$ cat src/rtl/wtch_time_tx.sv
// Time-report serializer: snapshots hour/min/sec/centisecond on request and streams
// the ASCII frame "HH:MM:SS.CC" (plus optional CR LF) one byte per valid/ready transfer.
module wtch_time_tx #(
   parameter bit SEND_CRLF = 1'b1
) (
   input  logic       i_clk,
   input  logic       i_rst,
   input  logic       i_req,
   input  logic [4:0] i_hour,
   input  logic [5:0] i_min,
   input  logic [5:0] i_sec,
   input  logic [6:0] i_msec,
   input  logic       i_tx_ready,
   output logic       o_tx_valid,
   output logic [7:0] o_tx_data,
   output logic       o_busy,
   output logic       o_done,
   output logic       o_dbg_state
);

   typedef enum logic {
      S_IDLE = 1'b0,
      S_SEND = 1'b1
   } state_t;

   localparam logic [3:0] LAST_IDX = SEND_CRLF ? 4'd12 : 4'd10;

   // Handshake: a byte moves on a rising edge where o_tx_valid && i_tx_ready; while
   // o_tx_valid is high and i_tx_ready is low, o_tx_data holds and o_tx_valid stays high.

   state_t     r_state;
   logic [3:0] r_idx;
   logic       r_pending;
   logic [4:0] r_hour;
   logic [5:0] r_min;
   logic [5:0] r_sec;
   logic [6:0] r_msec;
   logic       r_tx_valid;
   logic [7:0] r_tx_data;
   logic       r_busy;
   logic       r_done;

   logic [4:0] w_hour_sat;
   logic [5:0] w_min_sat;
   logic [5:0] w_sec_sat;
   logic [6:0] w_msec_sat;
   logic [7:0] w_first_byte;
   logic [7:0] w_next_byte;
   logic       w_xfer;
   logic       w_last;

   function automatic logic [7:0] tens_char(input logic [6:0] v);
      logic [6:0] q;
      q = v / 7'd10;
      return 8'h30 + {1'b0, q};
   endfunction

   function automatic logic [7:0] ones_char(input logic [6:0] v);
      logic [6:0] r;
      r = v % 7'd10;
      return 8'h30 + {1'b0, r};
   endfunction

   function automatic logic [7:0] frame_byte(input logic [3:0] idx, input logic [6:0] h,
                                             input logic [6:0] m, input logic [6:0] s,
                                             input logic [6:0] c);
      case (idx)
         4'd0:    return tens_char(h);
         4'd1:    return ones_char(h);
         4'd2:    return 8'h3A;
         4'd3:    return tens_char(m);
         4'd4:    return ones_char(m);
         4'd5:    return 8'h3A;
         4'd6:    return tens_char(s);
         4'd7:    return ones_char(s);
         4'd8:    return 8'h2E;
         4'd9:    return tens_char(c);
         4'd10:   return ones_char(c);
         4'd11:   return 8'h0D;
         4'd12:   return 8'h0A;
         default: return 8'h00;
      endcase
   endfunction

   // Saturation is applied at capture so the snapshot always holds legal values.
   assign w_hour_sat = (i_hour > 5'd23) ? 5'd23 : i_hour;
   assign w_min_sat  = (i_min  > 6'd59) ? 6'd59 : i_min;
   assign w_sec_sat  = (i_sec  > 6'd59) ? 6'd59 : i_sec;
   assign w_msec_sat = (i_msec > 7'd99) ? 7'd99 : i_msec;

   assign w_first_byte = frame_byte(4'd0, {2'b00, w_hour_sat}, {1'b0, w_min_sat},
                                    {1'b0, w_sec_sat}, w_msec_sat);
   assign w_next_byte  = frame_byte(r_idx + 4'd1, {2'b00, r_hour}, {1'b0, r_min},
                                    {1'b0, r_sec}, r_msec);
   assign w_xfer = r_tx_valid & i_tx_ready;
   assign w_last = (r_idx == LAST_IDX);

   always_ff @(posedge i_clk or negedge i_rst) begin
      if (!i_rst) begin
         r_state    <= S_IDLE;
         r_idx      <= 4'd0;
         r_pending  <= 1'b0;
         r_hour     <= 5'd0;
         r_min      <= 6'd0;
         r_sec      <= 6'd0;
         r_msec     <= 7'd0;
         r_tx_valid <= 1'b0;
         r_tx_data  <= 8'h00;
         r_busy     <= 1'b0;
         r_done     <= 1'b0;
      end else begin
         r_done <= 1'b0;
         case (r_state)
            S_IDLE: begin
               if (i_req || r_pending) begin
                  r_state    <= S_SEND;
                  r_idx      <= 4'd0;
                  r_pending  <= 1'b0;
                  r_hour     <= w_hour_sat;
                  r_min      <= w_min_sat;
                  r_sec      <= w_sec_sat;
                  r_msec     <= w_msec_sat;
                  r_tx_valid <= 1'b1;
                  r_tx_data  <= w_first_byte;
                  r_busy     <= 1'b1;
               end
            end
            S_SEND: begin
               // Requests during a frame, including on the last transfer, collapse to one.
               if (i_req) r_pending <= 1'b1;
               if (w_xfer) begin
                  if (w_last) begin
                     r_state    <= S_IDLE;
                     r_idx      <= 4'd0;
                     r_tx_valid <= 1'b0;
                     r_busy     <= 1'b0;
                     r_done     <= 1'b1;
                  end else begin
                     r_idx     <= r_idx + 4'd1;
                     r_tx_data <= w_next_byte;
                  end
               end
            end
         endcase
      end
   end

   assign o_tx_valid  = r_tx_valid;
   assign o_tx_data   = r_tx_data;
   assign o_busy      = r_busy;
   assign o_done      = r_done;
   assign o_dbg_state = r_state;

endmodule

$ cat config.mk
export PLATFORM = sky130hd
export DESIGN_NAME = wtch_time_tx
export DESIGN_NICKNAME = d
export VERILOG_FILES = /design/src/rtl/wtch_time_tx.sv
export SDC_FILE = /design/constraint.sdc
export NUM_CORES = 1
export LEC_CHECK = 0
export ABC_CLOCK_PERIOD_IN_PS = 4800
export BUFFER_PORTS_ARGS = -buffer_cell sky130_fd_sc_hd__buf_2
export CORE_ASPECT_RATIO = 1.2
export CORE_UTILIZATION = 46
export CTS_CLUSTER_DIAMETER = 150
export DETAILED_ROUTE_END_ITERATION = 8
export PLACE_DENSITY = 0.77
export SLEW_MARGIN = 10
export SYNTH_ARGS = -nofsm -noshare
export SYNTH_HDL_FRONTEND = slang
export SYNTH_SLANG_ARGS = --single-unit
$ cat constraint.sdc
create_clock -name i_clk -period 4.8 [get_ports i_clk]
set_clock_uncertainty 0.2 [all_clocks]
set_input_delay 0.24 -clock i_clk [delete_from_list [all_inputs] [get_ports i_clk]]
set_output_delay 0.24 -clock i_clk [all_outputs]
set_load 0.005 [all_outputs]
==> impl_metrics.py, run 1 <==
metrics = {
    "outcome": {
        "status": "complete, but fails checks",
        "violations": "hold timing",
    },
    "layout": {
        "finalNonFillerCells": 590,
        "layout_commonest_cell": "nand2_1",
        "n_fill_cell": 684,
        "final_area_sq_um": 4169,
        "drive_gt1_frac": 0.1526,
        "diodes": 0,
        "syn_to_final_growth_pct": 14.58,
        "final_util": 0.5440,
        "final_cell_mix": "nand2_1 (62), dfrtp_1 (40), nor2_1 (39), buf_2 (39), a21oi_1 (34)",
        "nets": 541,
    },
    "setup_path": {
        "endpoint_kind": "flip-flop",
        "cp.required_ns": 4.79,
        "critPathArrivalTime_ns": 3.68,
        "path_class": "reg2reg",
        "critPathLaunchType": "flip-flop",
        "crit_fanout": 14,
    },
    "synth": {
        "synth-edff-count": 0,
        "ys_warn_count": 0,
        "synth_top_flop_cell": "dfrtp_1",
        "synth_top_area_share": 0.2751,
        "synthArstFlopShare": 1.000,
        "yosysTopAreaCell": "dfrtp_1",
        "syn_inst": 463,
        "syn_nets": 507,
        "ys_types": 81,
        "ys_seq_area_frac": 0.2751,
        "syn_area_sq_um": 3638,
        "synth.area.top_cells": "dfrtp_1 (28%), nand2_1 (6.4%), ha_1 (5.5%)",
        "yosys_register_bits": 40,
        "synth_area_per_cell_sq_um": 7.859,
    },
    "routing": {
        "drc": 0,
        "wirelength_um": 9181,
        "first_pass_iters": 5,
        "vias_per_cell": 6.098,
        "vias": 3598,
        "ant_nets": 0,
        "wl_per_cell_um": 15.56,
        "drt_iter0_drc": 313,
    },
    "floorplanning": {
        "start_util": 0.4748,
        "rows": 35,
        "die_h_um": 99.43,
        "core_sq_um": 7664,
        "io_pins": 40,
        "dieArea_sq_um": 8271,
        "chipWidth_um": 83.19,
    },
    "grt": {
        "grt_max_degree": 41,
        "grt_usage": 0.2265,
        "grt_pass1_vias": 3333,
        "antenna_found_initial": 0,
        "grt-ovfl-total": 0,
        "grt_pass1_wl_um": 15540,
    },
    "placed_design": {
        "post_dp_cell_area_sq_um": 3830,
        "numPlacedInstances": 564,
        "dp_slack_ns": 1.174,
        "hpwl_um": 6606,
        "portBuffers": 39,
        "gp_congestion": 0.9031,
    },
    "sta": {
        "max_freq_mhz": 270.9,
        "slew_violations": 0,
        "finalHoldWorstSlack_ns": -0.0008679,
        "finalHoldViolations": 1,
        "setup_viol": 0,
        "period_share": 0.7689,
        "rsz0062_at_grt": "false",
        "tightestPinTransition_ns": 0.9047,
        "worst_slack_ns": 1.109,
        "period_needed_ns": 3.691,
        "slew_headroom": 0.3969,
        "fin_setup_tns_ns": 0,
    },
    "clock_network": {
        "cts_resized": 0,
        "cts_buffers": 5,
        "clock-sinks": 40,
        "cts.root.buffer_cell": "clkbuf_8",
        "clk_pin_slew_ns": 0.08,
        "clock_latency_ns": 0.30,
        "cts_tree": "built",
        "cts.htree.levels": 2,
        "postCtsSetupRepairBufs": 0,
        "cts_buffer_depth": 2,
    },
    "flow_run": {
        "maxCapViolCount": 0,
    },
    "worst_hold_path": {
        "hold_class": "in2reg",
    },
    "power": {
        "max-vdd-ir-drop_uv": 306.3,
        "leakage_nw": 1.810,
        "p_per_area_nw_per_um2": 770.1,
        "finalPower_mw": 3.210,
    },
}
-- state kept, by name, indices dropped and copies added, names as in the netlist --
| name | cells |
|---|---|
| o_tx_data | 8 |
| r_pending | 1 |
| o_dbg_state | 1 |
| r_msec | 7 |
| o_busy | 1 |
| r_hour | 5 |
| r_min | 6 |
| o_done | 1 |
| r_idx | 4 |
| r_sec | 6 |
-- where the power goes --
part / switching (mW) / internal (mW)
clock: 0.126 / 0.260
sequential: 0.296 / 0.475
combinational: 1.16 / 0.890
-- cell families after synthesis --
| family | after synthesis | share of synthesized area |
|---|---|---|
| buffers and inverters | 52 | 0.05811 |
| and+or+nand+nor | 186 | 0.2679 |
| xor gates and xnor gates | 16 | 0.04058 |
| DFF | 40 | 0.2751 |
| adders and majority gates | 17 | 0.05777 |
| muxes | 5 | 0.01444 |
| AOI/OAI and AO/OA | 147 | 0.2861 |
-- final cells by class --
type                            instances  area, sq um  share of cell area
Multi-Input combinational cell        371         2429              0.5825
Sequential cell                        40         1001              0.2401
Timing Repair Buffer                   59        390.4             0.09364
Tap cell                               92        115.1             0.02761
Clock inverter                          3        90.09             0.02161
Inverter                               20        75.07             0.01801
Clock buffer                            5        68.82             0.01651
-- worst max-delay path, cell delays in order, from the launching register on --
cell      delay (ns)
dfrtp_1         0.54
nor2_1          0.19
o21ai_0         0.09
a21oi_1         0.23
xor2_1          0.15
ha_1            0.32
or3b_1          0.39
a21o_1          0.19
o2111a_1        0.23
or3b_1          0.43
o22ai_2         0.24
nor2_2          0.09
xnor2_1         0.13
o21a_1          0.16
-- per-layer routing --
layer | share of wire | wire [um] | vias up | global-route usage
met2 | 0.51 | 4677 | 117 | 0.3934
met4 | 0.013 | 121 | 0 | 0.07029
met1 | 0.43 | 3941 | 1705 | 0.2944
li1 | - | - | 1763 | -
met5 | 0 | 0 | - | 0
met3 | 0.048 | 440 | 13 | 0.02822
-- repair_timing --
action,CTS,global route
endpoints found under the setup margin,0,0
hold endpoints to repair,57,0
hold buffers,18,0
-- final timing paths --
| check | startpoint | endpoint | slack (ns) | cells after the start |
|---|---|---|---|---|
| max | r_min[2] | o_tx_data[5] | 1.11 | 13 |
| min | i_sec[0] | r_sec[0] | -0.0009 | 3 |
| max reg2reg | r_min[2] | o_tx_data[5] | 1.11 | 13 |
| min reg2reg | o_tx_data[7] | o_tx_data[7] | 0.29 | 2 |
| max in group asynchronous | i_rst | o_tx_data[3] | 3.43 | 2 |
| min in group asynchronous | i_rst | r_sec[4] | 0.40 | 2 |
-- Yosys cell counts, types with 6 or more instances --
| cell | number |
|---|---|
| dfrtp_1 | 40 |
| nor2_1 | 40 |
| nand2_1 | 62 |
| inv_1 | 20 |
| o22ai_1 | 7 |
| a32oi_1 | 6 |
| buf_2 | 7 |
| o21ai_0 | 30 |
| a21o_1 | 6 |
| clkbuf_1 | 22 |
| nor3_1 | 8 |
| nor2b_1 | 11 |
| ha_1 | 16 |
| nand3_1 | 16 |
| xnor2_1 | 11 |
| a31oi_1 | 6 |
| nand2b_1 | 9 |
| a21oi_1 | 34 |
Note: power is estimated with default switching activity, not from simulation.
==> run 2, diff against run 1 <==
--- a/config.mk
+++ b/config.mk
@@ -5,13 +5,13 @@
 export SDC_FILE = /design/constraint.sdc
 export NUM_CORES = 1
 export LEC_CHECK = 0
-export ABC_CLOCK_PERIOD_IN_PS = 4800
+export ABC_CLOCK_PERIOD_IN_PS = 3100
 export BUFFER_PORTS_ARGS = -buffer_cell sky130_fd_sc_hd__buf_2
 export CORE_ASPECT_RATIO = 1.2
 export CORE_UTILIZATION = 46
 export CTS_CLUSTER_DIAMETER = 150
 export DETAILED_ROUTE_END_ITERATION = 8
-export PLACE_DENSITY = 0.77
+export PLACE_DENSITY = 0.8
 export SLEW_MARGIN = 10
 export SYNTH_ARGS = -nofsm -noshare
 export SYNTH_HDL_FRONTEND = slang
==> constraint.sdc (replaced) <==
create_clock -name i_clk -period 3.1 [get_ports i_clk]
set_clock_uncertainty 0.2 [all_clocks]
set_input_delay 0.155 -clock i_clk [delete_from_list [all_inputs] [get_ports i_clk]]
set_output_delay 0.155 -clock i_clk [all_outputs]
set_load 0.005 [all_outputs]
==> run 2 against run 1 <==
The run ends with DRC, setup timing left. Sequential cell count did not move. Routed wire length rose by 18%. Die area did not move. Cell count rose by 8.3%. Clock power fell by 12%. Hold slack improved by 0.0040 ns. Total power rose by 80%. Final area rose by 12%. Maximum frequency rose by 18%. Critical path type unchanged. Largest cell class unchanged. Largest power group unchanged. Highest routed layer unchanged.
==> impl_metrics.py, run 2 (synthesis results as in run 1) <==
metrics = {
    "worst_hold_path": {
        "hold_end": "r_hour[2]",
        "hold_start": "i_hour[2]",
        "holdPathStages": 3,
        "hold_class": "in2reg",
    },
    "floorplanning": {
        "die_h_um": 99.43,
        "dieArea_sq_um": 8271,
        "chipWidth_um": 83.19,
        "io_pins": 40,
        "core_sq_um": 7664,
        "start_util": 0.4748,
        "rows": 35,
    },
    "layout": {
        "seq_area_sq_um": 1003,
        "final_cell_mix": "nand2_1 (62), buf_4 (44), buf_2 (39), nor2_1 (38), dfrtp_1 (38)",
        "final_area_sq_um": 4673,
        "multi_input_area_sq_um": 2615,
        "syn_to_final_growth_pct": 28.44,
        "largest_reg_flops": 8,
        "diodes": 0,
        "drive_gt1_frac": 0.2633,
        "layout_commonest_cell": "nand2_1",
        "final_util": 0.6098,
        "n_fill_cell": 599,
        "nets": 591,
        "finalNonFillerCells": 639,
    },
    "clock_network": {
        "clk_pin_slew_ns": 0.09,
        "cts_buffers": 5,
        "cts_tree": "built",
        "clock_latency_ns": 0.31,
        "cts_buffer_depth": 2,
        "clock-sinks": 40,
        "cts.htree.levels": 2,
        "cts.root.buffer_cell": "clkbuf_8",
    },
    "setup_path": {
        "crit_fanout": 4,
        "critical-path-max-stage-delay_ns": 0.45,
        "critPathLaunchType": "flip-flop",
        "cp_common_cell": "nor2_1",
        "critPathArrivalTime_ns": 3.15,
        "path_class": "reg2reg",
        "worstPathCellList": "nand2b_4 > nor2_1 > a21oi_2 > xor2_2 > ha_2 > or3b_1 > a21o_1 > o2111a_1 > or3b_4 > o22ai_2 > nor2_1 > xnor2_1 > o21a_1",
        "r2r_slack_ns": -0.04,
        "cp.required_ns": 3.11,
        "r2r_start": "r_min[3]",
        "path_buf_inv": 0,
        "crit_family": "simple AND/OR/NAND/NOR gates",
        "endpoint_kind": "flip-flop",
        "timing.rr.end": "o_tx_data[5]",
        "rr_worst_depth": 13,
        "critPathSlowestCell": "dfrtp_1",
    },
    "sta": {
        "slew_violations": 0,
        "max_freq_mhz": 318.6,
        "setup_viol": 1,
        "period_needed_ns": 3.139,
        "worst_slack_ns": -0.03869,
        "slew_headroom": 0.3754,
        "finalHoldViolations": 0,
        "tightestPinTransition_ns": 0.9369,
        "period_share": 1.012,
        "rsz0062_at_grt": "true",
    },
    "power": {
        "finalPower_mw": 5.768,
        "p_per_area_nw_per_um2": 1234,
        "leakage_nw": 2.040,
        "max-vdd-ir-drop_uv": 534.4,
    },
    "placed_design": {
        "gp_congestion": 0.9604,
        "post_dp_cell_area_sq_um": 4103,
        "dp_slack_ns": -0.09489,
        "numPlacedInstances": 595,
        "portBuffers": 39,
        "hpwl_um": 7196,
    },
    "routing": {
        "first_pass_iters": 7,
        "vias": 3906,
        "vias_per_cell": 6.113,
        "wirelength_um": 10820,
        "ant_nets": 0,
        "wl_per_cell_um": 16.93,
        "drt_iter0_drc": 346,
        "drc": 2,
    },
    "outcome": {
        "violations": "DRC, setup timing",
        "status": "complete, but fails checks",
    },
    "grt": {
        "grt_max_degree": 41,
        "grt_usage": 0.2517,
        "antenna_found_initial": 0,
        "grt_pass1_wl_um": 17060,
        "grt-ovfl-total": 0,
        "grt_pass1_vias": 3662,
    },
    "flow_run": {
        "maxCapViolCount": 0,
    },
}
[run 2: area by class of cell]
cell class / instances / area share
sequential: 40 / 0.2147
tap: 92 / 0.02463
clock buffer: 6 / 0.01553
timing repair buffer: 109 / 0.1684
inverter: 20 / 0.01606
multi-input combinational: 371 / 0.5596
clock inverter: 1 / 0.001071
[run 2: report_power, final]
group          internal, mW  switching [mW]
clock                 0.153           0.188
sequential            0.741           0.324
combinational          2.05            2.31
total                  2.94            2.83
[run 2: worst max path at each step]
stage / startpoint / to / slack (ns) / cells after the start
floorplan: r_min[3] / o_tx_data[5] / -0.22 / 16
global placement: r_min[3] / o_tx_data[5] / 0.06 / 13
detailed placement: r_hour[2] / o_tx_data[0] / -0.09 / 15
CTS: r_hour[2] / o_tx_data[0] / 0.005 / 13
global route: r_min[3] / o_tx_data[5] / -0.12 / 13
finish: r_min[3] / o_tx_data[5] / -0.04 / 13
[run 2: stage by stage]
stage                     hold slack, ns   TNS, ns
final                           0.003174  -0.03869
after global routing            0.009222   -0.5024
after CTS                       0.003852         0
after detailed placement          0.1514   -0.2190
after global placement            0.1257         0
after floorplan                  -0.3406   -0.6676
[run 2: metal layers]
metal	part of all wire	up-vias	GRT usage	routed length, um
li1	-	1853	-	-
met4	0.022	0	0.09549	238
met5	0	-	0	0
met2	0.53	153	0.4634	5718
met3	0.044	28	0.02905	481
met1	0.40	1872	0.3001	4378
[run 2: timing repair]
| item | 4_1_cts | 5_1_grt |
|---|---|---|
| endpoints found under the setup margin | 4 | 7 |
| gates resized for setup | 6 | 23 |
| endpoints found under the hold margin | 65 | 0 |
| hold buffers | 25 | 0 |
| buffers inserted | 3 | 9 |
| pin swaps | 7 | 15 |
[run 2: worst register-to-register path: stages, from the launching register on]
cell and delay (ns):
dfrtp_1 0.45, nand2b_4 0.18, nor2_1 0.14, a21oi_2 0.08
xor2_2 0.17, ha_2 0.19, or3b_1 0.34, a21o_1 0.16
o2111a_1 0.14, or3b_4 0.41, o22ai_2 0.17, nor2_1 0.09
xnor2_1 0.16, o21a_1 0.18
